===== config.mk =====
export PLATFORM = sky130hd
export DESIGN_NAME = led_nios2_qsys_dct_unpacker
export DESIGN_NICKNAME = d
export VERILOG_FILES = /design/src/rtl/led_nios2_qsys_dct_unpacker.sv
export SDC_FILE = /design/constraint.sdc
export NUM_CORES = 1
export LEC_CHECK = 0
export CORE_UTILIZATION = 49
export DETAILED_ROUTE_END_ITERATION = 7
export HOLD_SLACK_MARGIN = 0.03
export PLACE_DENSITY = 0.77
export SYNTH_ARGS = -nofsm -noshare
export SYNTH_HDL_FRONTEND = slang
export SYNTH_SLANG_ARGS = --single-unit

===== constraint.sdc =====
create_clock -name clk -period 1.73 [get_ports clk]
set_clock_uncertainty 0.05 [all_clocks]
set_input_delay 0.2595 -clock clk [delete_from_list [all_inputs] [get_ports clk]]
set_output_delay 0.2595 -clock clk [all_outputs]
set_load 0.05 [all_outputs]

===== src/rtl/led_nios2_qsys_dct_unpacker.sv =====
// DCT unpacker: accepts a packed buffer of trace atoms plus a valid-atom count
// and replays the atoms LSB-first, one per valid/ready handshake.
//
// Handshakes: a transfer happens on a rising edge where valid && ready are both
// high. dct_ready is high only in IDLE. atom_valid is high only in SHIFT, and
// once raised atom_data/atom_last hold until atom_ready accepts the atom.
module led_nios2_qsys_dct_unpacker #(
    parameter int ATOM_W    = 2,
    parameter int NUM_ATOMS = 15,
    parameter int CNT_W     = 4,
    parameter int TOT_W     = 16
) (
    input  logic                        clk,
    input  logic                        reset,
    input  logic [ATOM_W*NUM_ATOMS-1:0] dct_buffer,
    input  logic [CNT_W-1:0]            dct_count,
    input  logic                        dct_valid,
    output logic                        dct_ready,
    input  logic                        flush,
    output logic [ATOM_W-1:0]           atom_data,
    output logic                        atom_valid,
    input  logic                        atom_ready,
    output logic                        atom_last,
    output logic                        zero_drop,
    output logic                        flushed,
    output logic [TOT_W-1:0]            atom_total
);

    localparam int BUF_W = ATOM_W * NUM_ATOMS;

    typedef enum logic {
        IDLE  = 1'b0,
        SHIFT = 1'b1
    } state_t;

    state_t             state;
    state_t             state_next;
    logic [BUF_W-1:0]   sreg;
    logic [CNT_W-1:0]   remaining;
    logic               zero_drop_q;
    logic               flushed_q;
    logic [TOT_W-1:0]   total_q;

    logic               load;
    logic               xfer;
    logic               on_last;

    assign load    = (state == IDLE) && dct_valid && (dct_count != '0);
    assign xfer    = (state == SHIFT) && atom_ready;
    assign on_last = (remaining == CNT_W'(1));

    // State register.
    always_ff @(posedge clk) begin
        if (reset) begin
            state <= IDLE;
        end else begin
            state <= state_next;
        end
    end

    // Next-state decode and handshake/atom outputs; flush overrides normal draining.
    always_comb begin
        state_next = state;
        dct_ready  = 1'b0;
        atom_valid = 1'b0;
        atom_data  = '0;
        atom_last  = 1'b0;
        case (state)
            IDLE: begin
                dct_ready = 1'b1;
                if (load) begin
                    state_next = SHIFT;
                end
            end
            SHIFT: begin
                atom_valid = 1'b1;
                atom_data  = sreg[ATOM_W-1:0];
                atom_last  = on_last;
                if (flush || (atom_ready && on_last)) begin
                    state_next = IDLE;
                end
            end
            default: state_next = IDLE;
        endcase
    end

    // Shift register, remaining count, event pulses and transfer statistics.
    always_ff @(posedge clk) begin
        if (reset) begin
            sreg        <= '0;
            remaining   <= '0;
            zero_drop_q <= 1'b0;
            flushed_q   <= 1'b0;
            total_q     <= '0;
        end else begin
            zero_drop_q <= (state == IDLE) && dct_valid && (dct_count == '0);
            flushed_q   <= 1'b0;
            if (xfer) begin
                total_q <= total_q + TOT_W'(1);
            end
            if (load) begin
                sreg      <= dct_buffer;
                remaining <= dct_count;
            end else if (state == SHIFT) begin
                if (flush) begin
                    // Something is discarded unless the flushed atom was the last one and it transferred.
                    flushed_q <= xfer ? !on_last : 1'b1;
                    sreg      <= '0;
                    remaining <= '0;
                end else if (xfer) begin
                    sreg      <= sreg >> ATOM_W;
                    remaining <= remaining - CNT_W'(1);
                end
            end
        end
    end

    assign zero_drop  = zero_drop_q;
    assign flushed    = flushed_q;
    assign atom_total = total_q;

endmodule

==> flow_summary_export.csv, run 1 <==
group,metric,value,unit
routing,drc,0,
critical_path,crit-reg2reg-capture,"atom_total[15]",
routing,drt_first_pass_iters,4,
clocking,cts-buffers-inserted,5,
place,placed_cells,415,
yosys,syn_inst,301,
hold_path,hold_sp,"reset",
clocking,worstSkewPairLatency,300,ps
yosys,synth_fp_nets,343,
yosys,ys_seq_elements,53,
routing,detail_route.vias_per_cell,5.49,
final_layout,instances_no_fill,425,
pwr,leakage,0.00128,uW
final_layout,area_delta_synth_final,33.8,%
critical_path,ff2ff_setup_slack,150,ps
critical_path,crit_fanout,8,
yosys,post_synth_xor_area_fraction,4.13,%
critical_path,endpoint_kind,"flip-flop",
critical_path,rr_startpoint,"state",
die,floorplan.io_pins,62,
clocking,tritoncts,"yes",
critical_path,crit_chain,"clkdlybuf4s50_1, or4_4, and2_4, o311a_1",
yosys,synth_area_per_cell,8.45,um2
routing,drt_iter0_markers,154,
sta,slew_headroom,79.3,%
sta,timing.final.hold_violations,0,
routing,routed_wire_length_per_instance,13.5,um
yosys,synth_area_leaders,"dfxtp_1 42%, nor3b_1 8.3%, a211oi_1 7.7%",
final_layout,final_net_count,399,
critical_path,crit_type,"in -> reg",
sta,setup_viol,0,
sta,slew_viol_final,0,
clocking,number_of_sinks_handled_by_clock_tree_synthesis,53,
routing,detailed_route_wl,5.74,mm
place,gp_routability_congestion,0.746,
yosys,synth_edf_count,0,
yosys,syn-cell-area,2540,um2
critical_path,cp_max_stage_delay,590,ps
sta,period_needed,1700,ps
clocking,cts.path.max_buffers,2,
sta,final.period_utilization,98.4,%
sta,timing.hold.ws,358,ps
sta,tightestPinTransition,309,ps
critical_path,cell_with_the_largest_stage_delay_on_the_worst_path,"or4_4",
yosys,yosys_warnings,0,
place,port_buffer_cells,61,
routing,route.vias.total,2334,
final_layout,layout.cells.most_common,"nor2_1",
yosys,synth_top_family_by_area,"simple AND/OR/NAND/NOR gates",
global_route,global_route.usage.total,22.7,%
place,place.detailed.hpwl,3.74,mm
routing,met3RoutedLength,352,um
clocking,worst_path_clk_slew,90,ps
die,floorplan.initialDensity,52.5,%
pwr,power-per-cell-area,775,nW/um2
yosys,synth_top_area_share,41.7,%
routing,highest-signal-layer,"met4",
yosys,synth.area.mux_share,0.443,%
hold_path,min_delay_path_depth,3,
yosys,synth-main-ff-cell,"dfxtp_1",
critical_path,r2r.worst_path.cells,4,
critical_path,startpoint_type,"input port",
yosys,synth-async-reset-ratio,0,%
global_route,grt_max_degree,54,
clocking,h-tree-depth,2,
routing,drt.antenna.violating_nets,0,
die,die_height,74.1,um
global_route,antenna_violations_before_repair,0,
global_route,first_global_vias,2089,
final_layout,utilization,70.2,%
global_route,wire_length_of_the_first_global_routing_pass,9.76,mm
routing,detail_route.wirelength.met1,2.74,mm
die,die-width,74.1,um
die,die_area,5480,um2
yosys,seq_area_frac_synth,41.7,%
critical_path,worst_ep_required_time,1870,ps
hold_path,worst_hold_path_type,"in -> reg",
die,placementRows,25,
final_layout,antenna-diode-count,0,
yosys,yosys.cell_types.count,41,
yosys,synth_compound_area_share,15.2,%
final_layout,nFillCells,403,
global_route,grt_overflow,0,
critical_path,critical_path_arrival,1840,ps
yosys,simple_gate_portion_of_the_synthesized_area,30.3,%
clocking,hold_fix_buffer_count_after_cts,0,
sta,max_clock_freq,587,MHz
final_layout,most-common-layout-cells,"43 x nor2_1, 41 x dfxtp_1, 37 x clkdlybuf4s50_1, 30 x buf_4",
die,fp.coreArea,4850,um2
hold_path,hold_path_end,"atom_total[1]",
final_layout,layout-drive-gt1-share,19.8,%
yosys,synth_top_area_cell,"dfxtp_1",
clocking,cts_post_setup_buffers_inserted,0,
outcome,run_status,"complete, no violations",
pwr,max-vdd-ir-drop,0.000547,V
run,maxCapViolCount,0,
routing,dr_wl_met2,2.59,mm
yosys,synth_fa_ha_area_share,1.48,%
pwr,overall_power_consumption,2640,uW
clocking,cts-root-buf,"clkbuf_8",
[layer usage]
layer  GRT usage (%)  vias up
li1                -     1185
met1            32.4     1067
met2            35.7       76
met3            3.93        6
met4            5.77        0
met5               0        -
[Yosys cell counts (all sizes together) (7+ instances only)]
cell,count
dfxtp,53
nand2,13
xor2,10
clkbuf,15
a211oi,26
o21ai,8
nor3,29
nor3b,28
nand3,7
buf,14
a21oi,9
nor2,43
[logic make-up (layout without fill, tap and decap cells)]
group           count (synthesis)  count (layout)
simple gates                  143             145
compound gates                 54              54
flops                          53              53
buf+inv                        35              90
xor+xnor                       12              12
fa+ha+maj                       3               3
mux                             1               1
[sequential cells by signal (all words and copies together) (netlist names)]
signal and count:
sreg 30, atom_total 16, remaining 4, flushed 1, state 1, zero_drop 1
[power by group]
group	switching [uW]	total (uW)	internal, uW
clock	379	793	414
sequential	45.5	1340	1290
combinational	250	505	255
[critical path: cells and delay by family]
kind / cells / cell delay, ps
and+or+nand+nor: 2 / 800
buffers and inverters: 1 / 450
AOI/OAI and AO/OA: 1 / 330
[repair_timing]
item                                   4_1_cts  5_1_grt
gates cloned                                 1        1
resized for setup                            1        3
setup endpoints to repair                    1       11
endpoints found under the hold margin        0        0
pin swaps                                    0        2
[cell type report]
type,instances,area [um2],share of cell area (%)
timing repair buffer,76,761,22.3
tap,67,83.8,2.46
sequential,53,1080,31.7
inverter,6,22.5,0.662
multi-input combinational,215,1350,39.6
clock buffer,8,111,3.27
[metrics by stage]
step | setup WS [ps] | TNS (ps) | area, um2
detailed placement | -329 | -9010 | 3270
global placement | -327 | -8780 | 3270
finish | 27.5 | 0 | 3400
floorplan | 18.3 | 0 | 2560
global route | -2.41 | -3.12 | 3400
CTS | 11.7 | 0 | 3390
[worst max path at each step]
stage	start	slack, ps	to	cells past startpoint
after floorplan	atom_total[2]	20	atom_total[15]	5
after global placement	dct_count[1]	-330	remaining[3]	4
after detailed placement	dct_count[0]	-330	remaining[3]	4
after CTS	dct_count[1]	10	remaining[3]	4
after global routing	dct_count[1]	-2	remaining[3]	4
final	dct_count[1]	30	remaining[3]	4
(Power assumes the default switching activity.)
==> run 2, diff against run 1 <==
CORE_MARGIN = 5   (was default)
GPL_TIMING_DRIVEN = 0   (was default)
==> run 2 against run 1 <==
Effect of this change: power shrank 4.0%; non-clock buffer count grew 10; die area grew 23%; hold slack lost 150 ps; wire length grew 7.2%; clock power shrank 11%; critical path depth grew 3; critical endpoint is now sreg[3].
==> flow_summary_export.csv, run 2 (synthesis gave the netlist of run 1 again) <==
group,metric,value,unit
outcome,run_status,"complete, no violations",
run,maxCapViolCount,0,
critical_path,crit_fanout,10,
clocking,tritoncts,"yes",
global_route,grt_max_degree,17,
sta,grt_setup_unrepaired,"no",
hold_path,hold_sp,"reset",
critical_path,endpoint_kind,"flip-flop",
pwr,intPower,1820,uW
sta,timing.final.hold_violations,0,
die,fp.coreArea,5070,um2
sta,slew_headroom,66.3,%
pwr,power.share.clock,27.7,%
die,floorplan.io_pins,62,
pwr,power-per-cell-area,757,nW/um2
global_route,wire_length_of_the_first_global_routing_pass,9.86,mm
critical_path,worst_ep_required_time,1860,ps
clocking,worstSkewPairLatency,310,ps
pwr,sequentialPowerShare,52.8,%
place,gp_routability_congestion,0.802,
routing,route.vias.total,2387,
global_route,grt_overflow,0,
sta,final.period_utilization,96.0,%
pwr,leakage,0.00130,uW
clocking,cts-root-buf,"clkbuf_8",
pwr,power.share.combinational,19.5,%
critical_path,r2r.worst_path.cells,5,
hold_path,hold_path_end,"remaining[2]",
final_layout,instances_no_fill,436,
sta,setup_viol,0,
global_route,antenna_violations_before_repair,0,
place,place.detailed.hpwl,4.41,mm
critical_path,ff2ff_setup_slack,90,ps
final_layout,antenna-diode-count,0,
critical_path,crit-reg2reg-capture,"atom_total[15]",
routing,drt_iter0_markers,108,
die,floorplan.initialDensity,50.1,%
routing,routed_wire_length_per_instance,14.1,um
sta,tightestPinTransition,505,ps
routing,drc,0,
critical_path,startpoint_type,"input port",
die,die_area,6730,um2
clocking,worst_path_clk_slew,90,ps
die,placementRows,26,
routing,drt.antenna.violating_nets,0,
final_layout,most-common-layout-cells,"43 x nor2_1, 41 x dfxtp_1, 31 x clkdlybuf4s50_1, 29 x nor3_1, 28 x nor3b_1",
final_layout,area_delta_synth_final,31.5,%
final_layout,layout-drive-gt1-share,14.8,%
routing,detail_route.vias_per_cell,5.47,
pwr,max-vdd-ir-drop,0.000391,V
final_layout,layout.cells.most_common,"nor2_1",
critical_path,crit_type,"in -> reg",
pwr,power_switching,711,uW
global_route,first_global_vias,2207,
pwr,p_sw_share,28.1,%
clocking,h-tree-depth,2,
die,die_height,82.1,um
global_route,global_route.usage.total,18.6,%
sta,max_clock_freq,602,MHz
final_layout,final_net_count,407,
final_layout,max_flop_register,"sreg",
final_layout,utilization,65.9,%
clocking,cts-buffers-inserted,5,
clocking,cts.path.max_buffers,2,
sta,timing.hold.ws,209,ps
hold_path,worst_hold_path_type,"in -> reg",
critical_path,rr_startpoint,"state",
hold_path,min_delay_path_depth,2,
sta,setup_tns,0,ps
clocking,number_of_sinks_handled_by_clock_tree_synthesis,53,
sta,slew_viol_final,0,
routing,detailed_route_wl,6.15,mm
routing,drt_first_pass_iters,4,
die,die-width,82.1,um
critical_path,critical_path_arrival,1790,ps
place,placed_cells,429,
final_layout,largest_register_ff_count,30,
place,port_buffer_cells,58,
sta,period_needed,1660,ps
## run 2: cell types whose count changed in the layout (fill, tap and decap cells not counted), moves of 4 or more
cell             before  now
buf_4                30    1
dlygate4sd2_1         0   22
buf_12                8    0
clkbuf_1              1    9
clkbuf_4              0    6
clkdlybuf4s50_1      37   31
buf_2                 1    5
## run 2: routing by layer
metal  vias up  share of wire (%)  GRT usage (%)  wire length (um)
met2        59                 47           31.3              2900
met4         0                1.5           5.81                91
li1       1196                  -              -                 -
met3        10                5.3           3.95               328
met1      1122                 46           23.7              2830
met5         -                  0              0                 0
## run 2: area by class of cell
type                    count  area (um2)
clock inverters             2        13.8
fillers                   482        1730
inverters                   6        22.5
flip-flops and latches     53        1080
multi-input cells         213        1340
well taps                  70        87.6
clock buffers               6        72.6
repair buffers             58         557
plain buffers              28         171
## run 2: worst max-delay path: stages
cell and delay [ps]:
dlygate4sd2_1 250, or4_4 570, and2_4 180, buf_6 120, buf_6 140, a211oi_1 200, nor3_1 70
## run 2: worst max-delay path by stage
stage | startpoint | end | slack [ps] | cells after the start
3_3_place_gp | dct_count[0] | sreg[13] | -410 | 7
4_1_cts | state | sreg[7] | 3 | 6
3_5_place_dp | dct_count[0] | sreg[12] | -420 | 7
6_report | dct_count[2] | sreg[3] | 70 | 7
5_1_grt | state | atom_total[15] | 8 | 5
2_1_floorplan | atom_total[2] | atom_total[15] | 20 | 5
## run 2: through the flow
step                area (um2)  power [uW]  setup slack, ps
floorplan                 2560        1670             18.3
global placement          3230        1830             -406
detailed placement        3230        1840             -421
CTS                       3300        2540             3.24
global route              3340        2660             8.17
finish                    3340        2530             69.8
## run 2: power by group through the flow
stage | Clock [uW] | Combinational (uW) | Sequential, uW
5_1_grt | 773 | 540 | 1340
6_report | 702 | 493 | 1340
2_1_floorplan | 0 | 300 | 1370
3_3_place_gp | 0 | 474 | 1360
4_1_cts | 728 | 479 | 1330
3_5_place_dp | 0 | 479 | 1360
## run 2: repair_timing
item                                    in CTS  in global routing
gates resized for setup                     39                 26
endpoints found under the setup margin      53                 33
setup buffers                                0                  0
pin swaps                                    2                  2
hold buffers                                 0                  0
==> run 3, diff against run 2 <==
CORE_UTILIZATION = 55   (was 49)
DONT_BUFFER_PORTS = 1   (was default)
PLACE_DENSITY = 0.67   (was 0.77)
SKIP_CTS_REPAIR_TIMING = 1   (was default)
==> run 3 against run 2 <==
Effect of this change: setup slack got worse by 59 ps; sequential cell count did not move; via count fell by 9.3%; count of clock-buffer cells in the layout rose by 1; hold slack got worse by 190 ps; fmax fell by 3.4%; critical endpoint is now atom_total[15]; cell area fell by 13%; wire length fell by 2.6%.
==> flow_summary_export.csv, run 3 (synthesis gave the netlist of run 1 again) <==
group,metric,value,unit
final_layout,regArea,1110,um2
sta,slew_headroom,63.5,%
critical_path,crit_start,"state",
critical_path,startpoint_type,"flip-flop",
sta,timing.final.hold_violations,0,
global_route,global_route.usage.total,19.6,%
hold_path,worst_hold_path_type,"in -> reg",
critical_path,rr_startpoint,"state",
final_layout,layout.cells.most_common,"nor2_1",
final_layout,layout-drive-gt1-share,20.3,%
clocking,cts.path.max_buffers,2,
sta,timing.hold.ws,22.8,ps
clocking,number_of_sinks_handled_by_clock_tree_synthesis,53,
final_layout,multi_input_comb_area,1330,um2
final_layout,utilization,65.6,%
outcome,run_status,"complete, no violations",
pwr,power-per-cell-area,901,nW/um2
sta,period_needed,1720,ps
global_route,grt_max_degree,16,
routing,drt_iter0_markers,162,
pwr,max-vdd-ir-drop,0.000646,V
critical_path,ff2ff_setup_slack,10,ps
clocking,worst_path_clk_slew,90,ps
clocking,cts-buffers-inserted,5,
routing,drc,0,
routing,drt_first_pass_iters,4,
die,placementRows,24,
global_route,wire_length_of_the_first_global_routing_pass,9.93,mm
critical_path,worst_ep_required_time,1920,ps
final_layout,instances_no_fill,367,
run,maxCapViolCount,0,
sta,max_clock_freq,582,MHz
critical_path,endpoint_kind,"flip-flop",
clocking,tritoncts,"yes",
global_route,first_global_vias,1998,
sta,setup_viol,0,
die,floorplan.initialDensity,57.6,%
place,placed_cells,353,
clocking,h-tree-depth,2,
global_route,antenna_violations_before_repair,0,
clocking,worstSkewPairLatency,310,ps
die,fp.coreArea,4410,um2
place,gp_routability_congestion,0.832,
die,die_height,78.0,um
place,port_buffer_cells,0,
pwr,leakage,0.00104,uW
clocking,cts-root-buf,"clkbuf_8",
final_layout,largest_register_ff_count,30,
routing,routed_wire_length_per_instance,16.3,um
final_layout,final_net_count,356,
routing,drt.antenna.violating_nets,0,
sta,slew_viol_final,0,
routing,detail_route.vias_per_cell,5.90,
hold_path,hold_sp,"dct_buffer[29]",
final_layout,nFillCells,393,
critical_path,crit_fanout,5,
sta,grt_setup_unrepaired,"yes",
final_layout,most-common-layout-cells,"43 x nor2_1, 39 x dfxtp_1, 29 x nor3_1, 28 x nor3b_1, 26 x a211oi_1",
final_layout,area_delta_synth_final,13.9,%
die,floorplan.io_pins,62,
sta,setup_tns,0,ps
die,die_area,6080,um2
routing,detailed_route_wl,5.99,mm
sta,final.period_utilization,99.4,%
final_layout,antenna-diode-count,0,
critical_path,crit_type,"reg -> reg",
die,die-width,78.0,um
final_layout,max_flop_register,"sreg",
sta,tightestPinTransition,547,ps
routing,route.vias.total,2165,
pwr,overall_power_consumption,2610,uW
place,place.detailed.hpwl,4.12,mm
critical_path,critical_path_arrival,1910,ps
global_route,grt_overflow,0,
-- run 3: changes by cell type in the layout (fill, tap and decap cells not counted), moves of 3 or more --
cell	delta
dlygate4sd2_1	-22
buf_4	+8
a211oi_1	+3
a211oi_2	-3
dfxtp_2	-8
dfxtp_4	+10
clkdlybuf4s15_2	-3
clkbuf_4	-4
clkdlybuf4s50_1	-31
-- run 3: routing by layer --
layer | wire length, um | track usage (%) | vias up
li1 | - | - | 1098
met1 | 2920 | 28.8 | 1011
met2 | 2610 | 27.9 | 48
met3 | 376 | 5.67 | 8
met4 | 76 | 5.57 | 0
met5 | 0 | 0 | -
-- run 3: layout make-up --
| cell class | count | area share (%) |
|---|---|---|
| Multi-Input combinational cell | 213 | 46.0 |
| Sequential cell | 53 | 38.2 |
| Buffer | 28 | 6.35 |
| Clock buffer | 7 | 2.98 |
| Timing Repair Buffer | 7 | 2.42 |
| Tap cell | 52 | 2.25 |
| Clock inverter | 1 | 1.04 |
| Inverter | 6 | 0.777 |
-- run 3: metrics by stage --
| step | setup WS [ps] | area, um2 |
|---|---|---|
| 2_1_floorplan | 18.3 | 2560 |
| 3_3_place_gp | -125 | 2630 |
| 3_5_place_dp | -127 | 2630 |
| 4_1_cts | -172 | 2740 |
| 5_1_grt | -43.1 | 2900 |
| 6_report | 11.2 | 2900 |
-- run 3: worst paths after layout --
kind	end	cells past startpoint
setup / recovery	atom_total[15]	5
setup reg to reg	atom_total[15]	5
hold reg to reg	sreg[29]	2
hold / removal	sreg[29]	2
-- run 3: worst max-delay path: stages, from the launching register on --
cell and delay (ps):
dfxtp_4 480, buf_8 140, and4_4 270, nand3_4 90, or4_4 490, a21oi_2 120
-- run 3: report_power, final --
group | internal, uW | total (uW) | leakage (uW) | switching (uW)
clock network | 472 | 877 | 0.0000585 | 404
logic | 173 | 395 | 0.000534 | 223
registers | 1280 | 1340 | 0.000445 | 59.5
